[config.mk]
export PLATFORM = sky130hd
export DESIGN_NAME = monitor_sensores
export DESIGN_NICKNAME = d
export VERILOG_FILES = /design/src/rtl/monitor_sensores.sv
export SDC_FILE = /design/constraint.sdc
export NUM_CORES = 1
export LEC_CHECK = 0
export ABC_AREA = 1
export CAP_MARGIN = 20
export CORE_ASPECT_RATIO = 1.4
export CORE_MARGIN = 2
export CORE_UTILIZATION = 40
export CTS_BUF_LIST = sky130_fd_sc_hd__clkbuf_16
export DETAILED_ROUTE_END_ITERATION = 8
export HOLD_SLACK_MARGIN = 0.05
export PLACE_DENSITY = 0.66
export SLEW_MARGIN = 40
export SYNTH_ARGS = -nofsm -noshare
export SYNTH_HDL_FRONTEND = slang
export SYNTH_SLANG_ARGS = --single-unit
[constraint.sdc]
create_clock -name clock -period 3.3 [get_ports clock]
set_input_delay 0.66 -clock clock [delete_from_list [all_inputs] [get_ports clock]]
set_output_delay 0.66 -clock clock [all_outputs]
set_load 0.02 [all_outputs]
[src/rtl/monitor_sensores.sv]
// rtl/monitor_sensores.sv - persistence-filtered sensor fault latch with alarm, blink LED and interlock
module monitor_sensores #(
  parameter int FILTER_CYCLES = 4,
  parameter int BLINK_HALF    = 25
) (
  input  logic       clock,
  input  logic       reset_n,
  input  logic       v_sense,
  input  logic [2:0] sensores,
  input  logic       ack,
  output logic       alarme,
  output logic       led_alarme,
  output logic       bloqueio,
  output logic [2:0] falha
);

  typedef enum logic [1:0] {
    NORMAL      = 2'd0,
    VERIFICA    = 2'd1,
    ALARME      = 2'd2,
    RECONHECIDO = 2'd3
  } state_t;

  localparam logic [7:0]  CNT_LAST   = 8'(FILTER_CYCLES - 1);
  localparam logic [15:0] BLINK_LAST = 16'(BLINK_HALF - 1);

  state_t      state_q, state_d;
  logic [7:0]  cnt_q, cnt_d;
  logic [15:0] blink_cnt_q, blink_cnt_d;
  logic        blink_q, blink_d;
  logic [2:0]  falha_q, falha_d;
  logic        alarme_q, alarme_d;
  logic        led_q, led_d;
  logic        bloqueio_q, bloqueio_d;

  // State and datapath registers; reset wins over every other input
  always_ff @(posedge clock) begin
    if (!reset_n) begin
      state_q     <= NORMAL;
      cnt_q       <= 8'd0;
      blink_cnt_q <= 16'd0;
      blink_q     <= 1'b0;
      falha_q     <= 3'b000;
      alarme_q    <= 1'b0;
      led_q       <= 1'b0;
      bloqueio_q  <= 1'b0;
    end else begin
      state_q     <= state_d;
      cnt_q       <= cnt_d;
      blink_cnt_q <= blink_cnt_d;
      blink_q     <= blink_d;
      falha_q     <= falha_d;
      alarme_q    <= alarme_d;
      led_q       <= led_d;
      bloqueio_q  <= bloqueio_d;
    end
  end

  // Next-state, filter, blink and sticky-record logic; outputs decoded from the next state
  always_comb begin
    state_d     = state_q;
    cnt_d       = cnt_q;
    blink_cnt_d = 16'd0;
    blink_d     = blink_q;
    falha_d     = falha_q;

    case (state_q)
      NORMAL: begin
        if (v_sense) begin
          state_d = VERIFICA;
          cnt_d   = 8'd1;
        end else begin
          cnt_d = 8'd0;
        end
      end
      VERIFICA: begin
        if (!v_sense) begin
          state_d = NORMAL;
          cnt_d   = 8'd0;
        end else if (cnt_q == CNT_LAST) begin
          state_d     = ALARME;
          cnt_d       = 8'd0;
          falha_d     = ~sensores;
          blink_cnt_d = 16'd0;
          blink_d     = 1'b1;
        end else begin
          cnt_d = cnt_q + 8'd1;
        end
      end
      ALARME: begin
        falha_d = falha_q | ~sensores;
        if (blink_cnt_q == BLINK_LAST) begin
          blink_cnt_d = 16'd0;
          blink_d     = ~blink_q;
        end else begin
          blink_cnt_d = blink_cnt_q + 16'd1;
        end
        // Without ack the fault stays latched even if v_sense drops
        if (ack) begin
          state_d = v_sense ? RECONHECIDO : NORMAL;
        end
      end
      RECONHECIDO: begin
        falha_d = falha_q | ~sensores;
        if (!v_sense) begin
          state_d = NORMAL;
        end
      end
      default: begin
        state_d = NORMAL;
      end
    endcase

    // Blink counter only runs while in ALARME
    if (state_d != ALARME) begin
      blink_cnt_d = 16'd0;
    end
    // Record is wiped whenever the monitor returns to NORMAL
    if (state_d == NORMAL) begin
      falha_d = 3'b000;
      cnt_d   = 8'd0;
    end

    alarme_d   = (state_d == ALARME);
    bloqueio_d = (state_d == ALARME) || (state_d == RECONHECIDO);
    led_d      = (state_d == ALARME) ? blink_d : (state_d == RECONHECIDO);
  end

  assign alarme     = alarme_q;
  assign led_alarme = led_q;
  assign bloqueio   = bloqueio_q;
  assign falha      = falha_q;

endmodule

==> impl_metrics.tcl <==
set metrics [dict create \
    hold_buffers 0 \
    skew_ps 3.47 \
    max_cap_violations 0 \
    antenna_found_initial 0 \
    timing.slew.headroom_pct 66.3 \
    antenna_cell_count 0 \
    cts_repair_resize_count 0 \
    cts_inserted_buffers 5 \
    seqPwrFrac_pct 41.1 \
    synth.yosys.warnings 0 \
    sw_frac_of_total_pct 21.3 \
    timing_hold_violations_final 0 \
    post_synth_instance_area_mm2 0.00193 \
    drt-wirelength-per-cell_um 10.6 \
    finalCriticalPeriod_ps 2140 \
    worstPathMaxFanout 12 \
    timing.critical_path.from_type "input port" \
    drt_drc_violations_left 0 \
    placementRows 29 \
    postCtsSetupRepairBufs 0 \
    timing.setup.critical_path_class "in -> reg" \
    final_core_utilization_pct 49.3 \
    instances_no_fill 354 \
    switching_power_mw 0.211 \
    synth_cells 276 \
    final_layout_size_suffix_gt1_share_pct 13.0 \
    worst_path_dominant_cell_family "simple AND/OR/NAND/NOR gates" \
    insertion_delay_ps 280 \
    outcome "finished clean" \
    slowest_delay_ps 570 \
    syn_nets 290 \
    layout.nets 305 \
    synth_area_per_cell_um2 6.99 \
    clk_pin_slew_ps 50 \
    cts-root-buf "clkbuf_16" \
    worstMarginPinSlew_ps 505 \
    seq_area_frac_synth_pct 34.2 \
    fmax_mhz 468 \
    globalRouteOverflowTotal 0 \
    ios 13 \
    timing_max_transition_violations_final 0 \
    buffer_ports.inserted 12 \
    mostFrequentLayoutCells "59 x nand2_1, 43 x inv_1, 37 x nor2_1, 33 x dfxtp_1, 14 x a21oi_1" \
    detailedRoute.firstPassIterationCount 4 \
    coreArea_mm2 0.00457 \
    end_kind "register" \
    cts_htree_levels 2 \
    layout.cells.most_common "nand2_1" \
    min_path_type "reg -> reg" \
    synth.ff_latch_count 33 \
    die_area_mm2 0.00540 \
    grt_start_max_net_pins 17 \
    nFillCells 479 \
    number_of_global_route_vias_before_repair 1555 \
    die_height_um 86.2 \
    post-route-period-util_pct 64.7 \
    crit_chain "clkdlybuf4s50_1, nand2_2, clkinv_2, nand3_1, nand2_1, nand2_2, nand2_1, nand2_1, a21boi_0" \
    synthToLayoutAreaGrowth_pct 16.7 \
    initial_core_util_pct 42.2 \
    drt.antenna.violating_nets 0 \
    power.combinational.fraction_pct 7.0 \
    timing.critical_path.slowest_stage_cell "clkdlybuf4s50_1" \
    internal_power_mw 0.779 \
    place.detailed.hpwl_um 2850 \
    fin_setup_tns_ps 0 \
    grt_first_pass_wirelength_um 6450 \
    vias 1651 \
    timing.critical_path.buf_inv 2 \
    route.final.wire_length_um 3740 \
    vias_per_cell 4.66 \
    grt.total_usage_pct 15.3 \
    cts-root-to-sink-buffers 2 \
    max_vdd_drop_mv 0.273 \
    die_width_um 62.7 \
    place.gp.congestion 0.813 \
    drtIter0Drc 81 \
    cts_tree "yes" \
    cp_common_cell "nand2_1" \
    power.clock.fraction_pct 51.9 \
    cellLeakagePower_nw 0.938 \
    yosysUniqueCellTypes 26 \
    pwr_density_cell_mw_per_mm2 439 \
    setup.reg_to_reg.worst_slack_ps 1210 \
    post-place-cells 346 \
    rsz0062_at_grt "false" \
    required_ps 3500 \
    cts.sink_count 33 \
    timing.final.setup_violations 0 \
    worst_ep_arrival_time_ps 2330 \
]
## worst reg2reg max path: cells and delay by family, from the launching register on
kind | cells | cell delay (ps)
AO/OA/AOI/OAI | 1 | 170
adder cells (fa/ha/maj) | 1 | 310
buffers and inverters | 2 | 180
flip-flops | 1 | 430
AND/OR/NAND/NOR | 6 | 870
## path summary, 6_finish.rpt
path	startpoint	endpoint	cells after the start
worst max-delay path	v_sense	falha[2]	9
worst min-delay path	blink_cnt_q[0]	blink_cnt_q[0]	1
worst max register to register	state_q[1]	falha[2]	10
worst min register to register	blink_cnt_q[0]	blink_cnt_q[0]	1
## flip-flops by register name (all words and copies together) (netlist names)
| register | cells |
|---|---|
| blink_cnt_q | 16 |
| cnt_q | 8 |
| falha | 3 |
| state_q | 2 |
| alarme | 1 |
| blink_q | 1 |
| bloqueio | 1 |
| led_alarme | 1 |
## synth_stat cells (all sizes together)
library cell | count | area, µm²
nand2 | 65 | 259
nor2 | 48 | 208
inv | 44 | 165
dfxtp | 33 | 661
a21oi | 17 | 104
nand3 | 16 | 108
xor2 | 13 | 114
nor3 | 8 | 40.0
ha | 7 | 87.6
a21boi | 5 | 48.8
o21ai | 5 | 25.0
buf | 4 | 37.5
nand4 | 4 | 25.0
or2 | 4 | 25.0
xnor2 | 2 | 17.5
clkinv | 1 | 5.00
## area by class of cell
type	count	area [µm²]	area share (%)
Timing Repair Buffer	12	120	5.33
Clock inverter	3	37.5	1.67
Inverter	45	170	7.56
Sequential cell	33	661	29.3
Multi-Input combinational cell	194	1060	47.1
Tap cell	62	77.6	3.44
Clock buffer	5	125	5.56
## through the flow
step / setup slack [ps] / hold slack, ps / power [mW] / area, µm²
after global placement: 898 / 451 / 0.484 / 2090
after global routing: 1020 / 504 / 1.03 / 2250
final: 1160 / 479 / 0.990 / 2250
after floorplan: 1650 / 440 / 0.465 / 1930
after CTS: 1150 / 487 / 1.00 / 2250
after detailed placement: 862 / 477 / 0.485 / 2090
## layer usage
layer	vias up	GRT usage, %	wire length, µm
li1	882	-	-
met1	744	15.5	1590
met2	16	28.4	1960
met3	9	3.90	86
met4	0	8.48	110
met5	-	0	0
## power groups by stage
stage	clock network, mW	logic (mW)	registers, mW
2_1_floorplan	0	0.0495	0.416
3_3_place_gp	0	0.0693	0.415
3_5_place_dp	0	0.0692	0.415
4_1_cts	0.524	0.0697	0.407
5_1_grt	0.543	0.0773	0.407
6_report	0.514	0.0689	0.407
## cells by family (layout without fill, tap and decap cells)
logic type / count (synthesis) / in the layout / synth area share, %
adder cells (fa/ha/maj): 7 / 7 / 4.54
AND/OR/NAND/NOR: 145 / 145 / 34.4
buffers and inverters: 49 / 65 / 10.8
flip-flops: 33 / 33 / 34.2
XOR/XNOR: 15 / 15 / 6.81
AO/OA/AOI/OAI: 27 / 27 / 9.21
Note: power is estimated with default switching activity, not from simulation.
